==> src/rtl/alu_mc_ctrl.sv <==
// Multicycle control FSM for the MIPS-subset datapath: drives ALU control, operand
// selects and write strobes, resolves beq from ZF, and times out stalled memory accesses.
module alu_mc_ctrl #(
    parameter int TIMEOUT = 0,
    parameter int TO_W    = 8
) (
    input  logic       CLK,
    input  logic       RST,
    input  logic [5:0] Opcode,
    input  logic [5:0] Funct,
    input  logic       ZF,
    input  logic       MemReady,
    output logic [2:0] ALUCtl,
    output logic       ALUSrcA,
    output logic [1:0] ALUSrcB,
    output logic       IorD,
    output logic       MemRead,
    output logic       MemWrite,
    output logic       IRWrite,
    output logic       PCWrite,
    output logic       RegWrite,
    output logic       RegDst,
    output logic       MemToReg,
    output logic [1:0] PCSrc,
    output logic       IllegalOp,
    output logic       BusErr,
    output logic [3:0] State
);

    typedef enum logic [3:0] {
        FETCH    = 4'd0,
        DECODE   = 4'd1,
        MEMADR   = 4'd2,
        MEMRD    = 4'd3,
        MEMWB    = 4'd4,
        MEMWR    = 4'd5,
        RTYPE_EX = 4'd6,
        RTYPE_WB = 4'd7,
        BEQ_EX   = 4'd8,
        ADDI_EX  = 4'd9,
        ADDI_WB  = 4'd10,
        J_EX     = 4'd11
    } state_t;

    localparam logic [2:0] ALU_AND = 3'b000;
    localparam logic [2:0] ALU_OR  = 3'b001;
    localparam logic [2:0] ALU_ADD = 3'b010;
    localparam logic [2:0] ALU_NOP = 3'b011;
    localparam logic [2:0] ALU_SUB = 3'b110;
    localparam logic [2:0] ALU_SLT = 3'b111;

    localparam logic [TO_W-1:0] TO_LIM = TO_W'(TIMEOUT);

    state_t          state, state_nxt;
    logic [TO_W-1:0] wait_cnt, wait_cnt_nxt;
    logic [5:0]      functq;
    logic            in_wait;
    logic            timeout;
    logic [3:0]      rdec;

    // Returns {illegal, alu_ctl} for a captured R-type funct field.
    function automatic logic [3:0] rtype_decode(input logic [5:0] f);
        case (f)
            6'b100000: rtype_decode = {1'b0, ALU_ADD};
            6'b100010: rtype_decode = {1'b0, ALU_SUB};
            6'b100100: rtype_decode = {1'b0, ALU_AND};
            6'b100101: rtype_decode = {1'b0, ALU_OR};
            6'b101010: rtype_decode = {1'b0, ALU_SLT};
            6'b000000: rtype_decode = {1'b0, ALU_NOP};
            default:   rtype_decode = {1'b1, ALU_NOP};
        endcase
    endfunction

    always_ff @(posedge CLK or posedge RST) begin
        if (RST) begin
            state    <= FETCH;
            wait_cnt <= '0;
            functq   <= '0;
        end else begin
            state    <= state_nxt;
            wait_cnt <= wait_cnt_nxt;
            if (state == DECODE)
                functq <= Funct;
        end
    end

    assign rdec    = rtype_decode(functq);
    assign in_wait = (state == FETCH) || (state == MEMRD) || (state == MEMWR);
    // MemReady in the limit cycle still completes the access normally.
    assign timeout = (TIMEOUT != 0) && in_wait && !MemReady && (wait_cnt == TO_LIM);

    always_comb begin
        wait_cnt_nxt = '0;
        if (in_wait && !MemReady && !timeout)
            wait_cnt_nxt = (wait_cnt == '1) ? wait_cnt : wait_cnt + TO_W'(1);
    end

    always_comb begin
        state_nxt = state;
        ALUCtl    = ALU_NOP;
        ALUSrcA   = 1'b0;
        ALUSrcB   = 2'b00;
        IorD      = 1'b0;
        MemRead   = 1'b0;
        MemWrite  = 1'b0;
        IRWrite   = 1'b0;
        PCWrite   = 1'b0;
        RegWrite  = 1'b0;
        RegDst    = 1'b0;
        MemToReg  = 1'b0;
        PCSrc     = 2'b00;
        IllegalOp = 1'b0;
        BusErr    = 1'b0;

        case (state)
            FETCH: begin
                MemRead = 1'b1;
                ALUSrcB = 2'b01;
                ALUCtl  = ALU_ADD;
                if (MemReady) begin
                    IRWrite   = 1'b1;
                    PCWrite   = 1'b1;
                    state_nxt = DECODE;
                end
            end
            DECODE: begin
                ALUSrcB = 2'b11;
                ALUCtl  = ALU_ADD;
                case (Opcode)
                    6'b000000:            state_nxt = RTYPE_EX;
                    6'b100011, 6'b101011: state_nxt = MEMADR;
                    6'b000100:            state_nxt = BEQ_EX;
                    6'b001000:            state_nxt = ADDI_EX;
                    6'b000010:            state_nxt = J_EX;
                    default: begin
                        IllegalOp = 1'b1;
                        state_nxt = FETCH;
                    end
                endcase
            end
            MEMADR: begin
                ALUSrcA   = 1'b1;
                ALUSrcB   = 2'b10;
                ALUCtl    = ALU_ADD;
                state_nxt = (Opcode == 6'b100011) ? MEMRD : MEMWR;
            end
            MEMRD: begin
                MemRead = 1'b1;
                IorD    = 1'b1;
                if (MemReady)
                    state_nxt = MEMWB;
            end
            MEMWB: begin
                RegWrite  = 1'b1;
                MemToReg  = 1'b1;
                state_nxt = FETCH;
            end
            MEMWR: begin
                MemWrite = 1'b1;
                IorD     = 1'b1;
                if (MemReady)
                    state_nxt = FETCH;
            end
            RTYPE_EX: begin
                ALUSrcA   = 1'b1;
                ALUCtl    = rdec[2:0];
                IllegalOp = rdec[3];
                state_nxt = RTYPE_WB;
            end
            RTYPE_WB: begin
                RegDst    = 1'b1;
                RegWrite  = !rdec[3] && (functq != 6'b000000);
                state_nxt = FETCH;
            end
            BEQ_EX: begin
                ALUSrcA   = 1'b1;
                ALUCtl    = ALU_SUB;
                PCSrc     = 2'b01;
                PCWrite   = ZF;
                state_nxt = FETCH;
            end
            ADDI_EX: begin
                ALUSrcA   = 1'b1;
                ALUSrcB   = 2'b10;
                ALUCtl    = ALU_ADD;
                state_nxt = ADDI_WB;
            end
            ADDI_WB: begin
                RegWrite  = 1'b1;
                state_nxt = FETCH;
            end
            J_EX: begin
                PCSrc     = 2'b10;
                PCWrite   = 1'b1;
                state_nxt = FETCH;
            end
            default: state_nxt = FETCH;
        endcase

        // A timed-out access is abandoned silently apart from the BusErr pulse.
        if (timeout) begin
            MemRead   = 1'b0;
            MemWrite  = 1'b0;
            IRWrite   = 1'b0;
            PCWrite   = 1'b0;
            BusErr    = 1'b1;
            state_nxt = FETCH;
        end

        if (RST) begin
            ALUCtl    = ALU_NOP;
            ALUSrcA   = 1'b0;
            ALUSrcB   = 2'b00;
            IorD      = 1'b0;
            MemRead   = 1'b0;
            MemWrite  = 1'b0;
            IRWrite   = 1'b0;
            PCWrite   = 1'b0;
            RegWrite  = 1'b0;
            RegDst    = 1'b0;
            MemToReg  = 1'b0;
            PCSrc     = 2'b00;
            IllegalOp = 1'b0;
            BusErr    = 1'b0;
        end
    end

    assign State = state;

endmodule

==> config.mk <==
export PLATFORM = sky130hd
export DESIGN_NAME = alu_mc_ctrl
export DESIGN_NICKNAME = d
export VERILOG_FILES = /design/src/rtl/alu_mc_ctrl.sv
export SDC_FILE = /design/constraint.sdc
export NUM_CORES = 1
export LEC_CHECK = 0
export ABC_AREA = 1
export BUFFER_PORTS_ARGS = -buffer_cell sky130_fd_sc_hd__buf_4
export CAP_MARGIN = 20
export CORE_MARGIN = 5
export CORE_UTILIZATION = 45
export DETAILED_ROUTE_END_ITERATION = 16
export GPL_TIMING_DRIVEN = 0
export PLACE_DENSITY_LB_ADDON = 0.05
export SLEW_MARGIN = 20
export SYNTH_ARGS = -nofsm -noshare
export SYNTH_HDL_FRONTEND = slang
export SYNTH_SLANG_ARGS = --single-unit
==> constraint.sdc <==
create_clock -name CLK -period 1.8 [get_ports CLK]
set_input_delay 0.54 -clock CLK [delete_from_list [all_inputs] [get_ports CLK]]
set_output_delay 0.54 -clock CLK [all_outputs]
set_load 0.005 [all_outputs]
Word-level counts from Yosys, hierarchy flattened
Cells that the tools add are included.
- $add $sub $neg: 0
- multiply operators: 0
- div/mod/pow operators: 0
- order comparisons: 0
- equality and inequality tests: 24
- shift operators: 0
- mux-type cells: 35
- bitwise operators: 0
- reduce and logical (&&, ||, !) cells: 15
- operators by type and width (cell ; number):
    $eq A6 B6 Y1 const B ; 7
    $pmux W4 S7 ; 1
    $pmux W4 S6 ; 1
    $pmux W4 S5 ; 1
    $mux W1 ; 19
    $eq A4 B3 Y1 const B ; 4
    $eq A4 B4 Y1 const B ; 4
    $logic_not A6 Y1 ; 2
    $mux W4 ; 3
    $reduce_or A2 Y1 ; 5
    $pmux W3 S3 ; 1
    $eq A4 B2 Y1 const B ; 2
    $reduce_or A4 Y1 ; 2
    $eq A6 B2 Y1 const B ; 1
    $eq A6 B3 Y1 const B ; 1
    $eq A6 B4 Y1 const B ; 1
    $mux W3 ; 2
    $ne A2 B2 Y1 const B ; 3
    $pmux W2 S3 ; 1
    $reduce_bool A6 Y1 ; 1
    $reduce_or A6 Y1 ; 1
    $eq A4 B1 Y1 const B ; 1
    $logic_not A4 Y1 ; 1
    $mux W2 ; 2
    other kinds (6) ; 7
- flip-flop bits (word level): 10
- latch bits: 0
- memory bits (writable): 0
- ROM bits: 0
- input port bits: 16
- output and inout bits: 22
- memories: 0

Logic depth before layout (Yosys ltp)
Gate-level depths: netlist of the first run.
- depth in word-level cells: 6
- gate-level depth with buffers: 8

Least setup slack after synthesis of the first run
No wires, ideal clock.
- path type: register to output
- start: reg state[2] (netlist: State[2])
- end: out IllegalOp
- data arrival time: 1.109 ns
- setup slack: 0.151 ns
- cell stages (with the launch flop): 8
- path through: dfrtp_1 -> inv_2 -> nand3_2 -> nor2_4 -> nand2_1 -> nor2_1 -> nand2_1 -> a21oi_1
- longest elaborated chain between the ends: 3
- RTL lines (what ; RTL line ; text):
    from (decl) ; 54 ; state_t state, state_nxt;
    from (signal assigned) ; 80 ; state <= state_nxt;
    $eq A4 B3 Y1 or $eq A4 B1 Y1 (tied branches) ; 115 ; case (state)
    $pmux W1 S2 * ; 115 ;
    $mux W1 * ; 210 ; if (RST) begin
    to (decl) ; 25 ; output logic IllegalOp,
Every way passes the cells marked *; elsewhere a longest branch is shown, timed or not.

Worst setup path in the final report of the first run
- start: reg state[1] (netlist: State[1])
- end: out PCWrite
- longest elaborated chain between the ends: 3
- RTL lines (what ; RTL line ; text):
    $eq A4 B4 Y1 or $logic_not A4 Y1 (tied branches) ; 115 ;
    $pmux W1 S3 * ; 115 ;
    $mux W1 * ; 210 ;
    to (decl) ; 20 ; output logic PCWrite,
Marked as above.

==> results of run 1 <==
-- timing repair --
action / CTS / global route
resized for setup: 25 / 16
buffers inserted: 7 / 7
pin swaps: 7 / 7
endpoints found under the setup margin: 17 / 17
-- power breakdown --
part / switching, mW / internal, mW
logic: 0.595 / 0.514
clock network: 0.0806 / 0.123
registers: 0.141 / 0.324
total: 0.816 / 0.961
-- stage by stage --
| step | utilization [%] | power, mW |
|---|---|---|
| 6_report | 75.4 | 1.78 |
| 5_1_grt | 75.4 | 1.94 |
| 4_1_cts | 70.1 | 1.58 |
| 3_5_place_dp | 62.3 | 1.20 |
| 3_3_place_gp | 62.3 | 1.18 |
| 2_1_floorplan | - | 0.920 |
-- state kept, by name (all words and copies together) (netlist names) --
name,count
functq,6
State,4
-- metal layers --
| layer | part of all wire (%) | global-route usage [%] |
|---|---|---|
| met1 | 39 | 21.7 |
| met4 | 0.38 | 5.81 |
| met2 | 54 | 37.5 |
| met5 | 0 | 0 |
| met3 | 6.6 | 5.45 |
-- cell usage in the layout (no fill, tap or decap), types with 2 or more instances in the layout --
cell type / instances
buf_4: 46
buf_6: 4
o211ai_1: 2
dfrtp_1: 6
nor2_4: 8
clkbuf_4: 3
a21oi_1: 5
nand4_1: 4
nand3_2: 2
o21ai_0: 7
inv_1: 16
dfrtp_2: 4
inv_2: 8
a21oi_2: 3
nand2_1: 34
nor2_2: 5
nand3_1: 11
nand2_2: 6
nor2_1: 17
-- cell usage after synthesis --
library cell,number,area (µm²)
nand4_1,4,25.0
a21oi_1,8,40.0
a211o_1,1,8.76
o211ai_1,2,15.0
dfrtp_1,10,250
nor2_2,2,12.5
nor2_4,3,33.8
conb_1,1,3.75
nand3_1,13,65.1
nand3_2,1,10.0
o21ai_1,1,5.00
o21ai_0,7,35.0
inv_1,22,82.6
a31oi_1,1,6.26
clkbuf_1,1,3.75
nor3_1,2,10.0
buf_4,1,7.51
inv_2,3,11.3
buf_2,1,5.00
nand2_2,3,18.8
nand2_1,38,143
a22oi_1,1,7.51
nor2_1,25,93.8
-- path summary, 6_finish.rpt --
kind	from	end	slack (ns)	cells after the start
worst max-delay path	State[1]	PCWrite	-0.27	7
worst min-delay path	RST	State[1]	0.32	2
worst max register to register	State[1]	State[0]	0.50	9
worst min register to register	functq[1]	functq[1]	0.54	2
max in group asynchronous	RST	functq[4]	1.13	2
min in group CLK	Funct[4]	functq[4]	0.47	3
-- area by class of cell --
cell class | count | share of cell area, %
Clock buffer | 4 | 2.50
Timing Repair Buffer | 49 | 26.4
Multi-Input combinational cell | 113 | 43.3
Buffer | 3 | 1.21
Tap cell | 27 | 2.33
Inverter | 25 | 6.65
Sequential cell | 10 | 17.6
-- cell families after synthesis --
| family | share of synthesized area (%) |
|---|---|
| AND/OR/NAND/NOR | 46.1 |
| buffers and inverters | 12.3 |
| AO/OA/AOI/OAI | 13.2 |
| flip-flops | 28.0 |
| other | 0.420 |
==> metrics.md, run 1 <==
| Metric | Value |
|---|---|
| Hold buffers post-CTS | 0 |
| LEAKAGE | 0.789 nW |
| Post-synthesis sequential area ratio | 28.0% |
| RSZ-0062 raised after global routing | true |
| Die W | 54.6 µm |
| Antenna Violating Nets Remaining | 0 |
| CP Capture Type | output pin |
| Core area | 0.00192 mm² |
| Area of the multi-input gates | 627 µm² |
| Failing checks | setup timing |
| Clk Latency, worst-skew pair | 0.27 ns |
| Fmax | 483 MHz |
| DRT Pass-1 Iters | 4 |
| Max Slew Vio Count | 0 |
| DP HPWL | 2060 µm |
| Final WL | 2880 µm |
| # rows | 16 |
| Yosys cell types | 23 |
| CTS tree | yes |
| Slack of the critical path | -0.270 ns |
| CP Cell Sequence | buf_4 > nand2_1 > inv_2 > nand2_1 > nor2_2 > a211o_1 > buf_4 |
| P&R area growth vs syn | 62.2% |
| Post-Synthesis Cells | 151 |
| Flop and latch count out of synthesis | 10 |
| Arr. time, crit path | 1.53 ns |
| CTS root buf | clkbuf_4 |
| Die area | 0.00298 mm² |
| Final std cell area, no fill | 0.00145 mm² |
| Worst-path clk slew | 0.07 ns |
| HP Class | primary input to asynchronous set/reset pin |
| Sequential cell area | 255 µm² |
| Layout cell share with drive strength beyond 1 | 47.1% |
| Final setup vio count | 17 |
| PortBufs | 36 |
| Synth Cell Area | 893 µm² |
| Total track usage | 20.0% |
| Pre-CTS WS | -0.196 ns |
| Syn nets | 167 |
| Final Wtd Congestion | 0.873 |
| Largest net degree at the start of global routing | 13 |
| DRT iter0 DRCs | 36 |
| Initial core utilization | 46.5% |
| First-pass GRT wire length | 4280 µm |
| DR DRC count | 0 |
| Fin cells | 231 |
| Vias in the first global route | 1027 |
| Nets | 221 |
| # fillers | 154 |
| Top delay family on crit path | flip-flops |
| Min Clock Period, post-route | 2.07 ns |
| Critical Path Fanout Max | 4 |
| # IOs | 38 |
| Final Cycle Share | 115% |
| Gr ovfl total | 0 |
| Antenna violations before repair | 0 |
| CTS H-tree depth | 1 |
| Startpoint types | register |
| ANT cells | 0 |
| Min Hold Slack | 0.323 ns |
| Pwr dens | 1230 mW/mm² |
| Final hold viol count | 0 |
| Die Span Y | 54.6 µm |
| Data required time of the worst path | 1.26 ns |
| CP max stage cell | dfrtp_1 |
| Wirelength per Cell | 12.5 µm |
| Outcome | finished with violations |
| YS warnings | 0 |
| Worst vdd ir | 0.923 mV |
| Inst Count DP | 214 |
| Vias | 1148 |
| Max Cap Viol | 0 |
| DP Area | 0.00120 mm² |
| Syn avg cell area | 5.92 µm² |
| Clock Sinks | 10 |
| Largest stage delay on the critical path | 0.42 ns |
| Clock Tree Buf Depth | 2 |
| CTS buffer count | 3 |
| Via-to-Cell Ratio | 4.97 |
| Skew final | 0.00208 ns |
| WP buf/inv | 3 |
| CP Class | register to output pin |
| Final TNS setup | -2.79 ns |
No activity file was read; power rests on OpenSTA's default activity.
==> inputs of run 2 (changes only) <==
- CORE_UTILIZATION: 45 -> 47
==> metrics.md, run 2 (synthesis gave the netlist of run 1 again) <==
| Metric | Value |
|---|---|
| Worst vdd ir | 1.09 mV (was 0.923 mV) |
| Comb pwr share | 67.5% (was 62.4%) |
| DP HPWL | 2030 µm (was 2060 µm) |
| Internal power | 974 µW (was 961 µW) |
| # rows | 15 (was 16) |
| Max Slew Vio Count | 0 (unchanged) |
| P&R area growth vs syn | 72.3% (was 62.2%) |
| # IOs | 38 (unchanged) |
| Startpoint types | primary input (was register) |
| Final std cell area, no fill | 0.00154 mm² (was 0.00145 mm²) |
| CTS buffer count | 3 (unchanged) |
| Critical Path Start | Opcode[2] (was State[1]) |
| Final WL | 3720 µm (was 2880 µm) |
| Antenna Violating Nets Remaining | 0 (unchanged) |
| Worst-path clk slew | 0.08 ns (was 0.07 ns) |
| CTS root buf | clkbuf_4 (unchanged) |
| Clock Tree Buf Depth | 2 (unchanged) |
| CTS tree | yes (unchanged) |
| Most common cell after layout, fill and taps aside | buf_4 (unchanged) |
| Nets | 228 (was 221) |
| CP Class | primary input to output pin (was register to output pin) |
| Total Power | 1.91 mW (was 1.78 mW) |
| Final Cycle Share | 117% (was 115%) |
| Clock Sinks | 10 (unchanged) |
| DR DRC count | 0 (unchanged) |
| Clk Latency, worst-skew pair | 0.27 ns (about the same) |
| Outcome | finished with violations (unchanged) |
| Pre-CTS WS | -0.198 ns (was -0.196 ns) |
| Max reg flops | 6 (unchanged) |
| Leading cell types in the layout, fill and taps excluded | buf_4, nand2_1, nor2_1 (unchanged) |
| Pwr dens | 1240 mW/mm² (was 1230 mW/mm²) |
| Die W | 53.6 µm (was 54.6 µm) |
| Failing checks | setup timing (unchanged) |
| CTS H-tree depth | 1 (unchanged) |
| Top reg by flops | functq (unchanged) |
| Via-to-Cell Ratio | 5.54 (was 4.97) |
| Vias in the first global route | 1153 (was 1027) |
| Slack of the critical path | -0.306 ns (was -0.270 ns) |
| Final Wtd Congestion | 0.855 (was 0.873) |
| Final TNS setup | -3.25 ns (was -2.79 ns) |
| Skew final | 0.0204 ns (was 0.00208 ns) |
| Layout cell share with drive strength beyond 1 | 51.0% (was 47.1%) |
| Die Span Y | 53.6 µm (was 54.6 µm) |
| Data required time of the worst path | 1.26 ns (about the same) |
| Critical Path Fanout Max | 4 (unchanged) |
| Sequential power share | 24.5% (was 26.2%) |
| DP Area | 0.00119 mm² (was 0.00120 mm²) |
| Antenna violations before repair | 0 (unchanged) |
| Switching pwr | 939 µW (was 816 µW) |
| Hold buffers post-CTS | 0 (unchanged) |
| HP Class | primary input to asynchronous set/reset pin (unchanged) |
| Arr. time, crit path | 1.57 ns (was 1.53 ns) |
| Fmax | 475 MHz (was 483 MHz) |
| DRT iter0 DRCs | 74 (was 36) |
| DRT Pass-1 Iters | 5 (was 4) |
| Largest net degree at the start of global routing | 13 (unchanged) |
| Die area | 0.00287 mm² (was 0.00298 mm²) |
| Max Cap Viol | 0 (unchanged) |
| Clock Power Share | 8.0% (was 11.5%) |
| PortBufs | 36 (unchanged) |
| Final setup vio count | 17 (unchanged) |
| Core area | 0.00176 mm² (was 0.00192 mm²) |
| Wirelength per Cell | 15.8 µm (was 12.5 µm) |
| Initial core utilization | 50.6% (was 46.5%) |
| Min Clock Period, post-route | 2.11 ns (was 2.07 ns) |
| Total track usage | 22.5% (was 20.0%) |
| Final hold viol count | 0 (unchanged) |
| ANT cells | 0 (unchanged) |
| RSZ-0062 raised after global routing | true (unchanged) |
| LEAKAGE | 0.815 nW (was 0.789 nW) |
| Vias | 1302 (was 1148) |
| Reg2reg start | State[1] (unchanged) |
| CP Capture Type | output pin (unchanged) |
| First-pass GRT wire length | 4830 µm (was 4280 µm) |
| Gr ovfl total | 0 (unchanged) |
| Sw Share | 49.1% (was 45.9%) |
==> run 2: routing by layer <==
layer | wire, µm | GRT usage, % | part of all wire [%]
met1 | 1360 | 26.3 | 36
met3 | 405 | 4.16 | 11
met2 | 1810 | 41.4 | 49
met4 | 149 | 6.38 | 4.0
met5 | 0 | 0 | 0
==> run 2: stage by stage <==
stage / instances / hold slack, ns / utilization, %
4_1_cts: 231 / 0.335 / 81.5
3_3_place_gp: 212 / 0.492 / 67.7
3_5_place_dp: 212 / 0.508 / 67.7
6_report: 235 / 0.266 / 87.2
2_1_floorplan: 151 / 0.397 / -
5_1_grt: 235 / 0.293 / 87.2
==> run 2: path summary, 6_finish.rpt <==
| check | endpoint | slack (ns) | cells after the start |
|---|---|---|---|
| setup reg to reg | State[0] | 0.29 | 10 |
| hold / removal | State[0] | 0.27 | 2 |
| hold reg to reg | functq[1] | 0.57 | 2 |
| setup / recovery | IllegalOp | -0.31 | 8 |
| max in group asynchronous | functq[2] | 1.32 | 2 |
| min in group CLK | functq[4] | 0.47 | 3 |
==> run 2: what timing repair did <==
item / CTS / global route
pin swaps: 17 / 7
setup endpoints to repair: 17 / 17
setup buffers: 16 / 4
gates resized for setup: 35 / 19
==> run 2: final cells by class <==
cell class / instances / area [µm²]
plain buffers: 3 / 17.5
flip-flops and latches: 10 / 255
inverters: 25 / 105
clock buffers: 3 / 22.5
fillers: 106 / 225
multi-input cells: 113 / 672
repair buffers: 56 / 435
well taps: 25 / 31.3
==> run 2: power groups by stage <==
stage                     Clock, mW  Sequential (mW)  Combinational [mW]
after floorplan                   0            0.401               0.519
after global placement            0            0.411               0.773
after detailed placement          0            0.414               0.788
after CTS                     0.146            0.432                1.07
after global routing          0.153            0.478                1.38
final                         0.154            0.469                1.29
==> run 2: worst max-delay path: stages <==
cell     delay, ns
buf_4         0.12
nor2_1        0.21
nand3_1       0.17
nand2_1       0.13
nor2_1        0.08
nand2_1       0.10
a21oi_2       0.07
buf_4         0.14
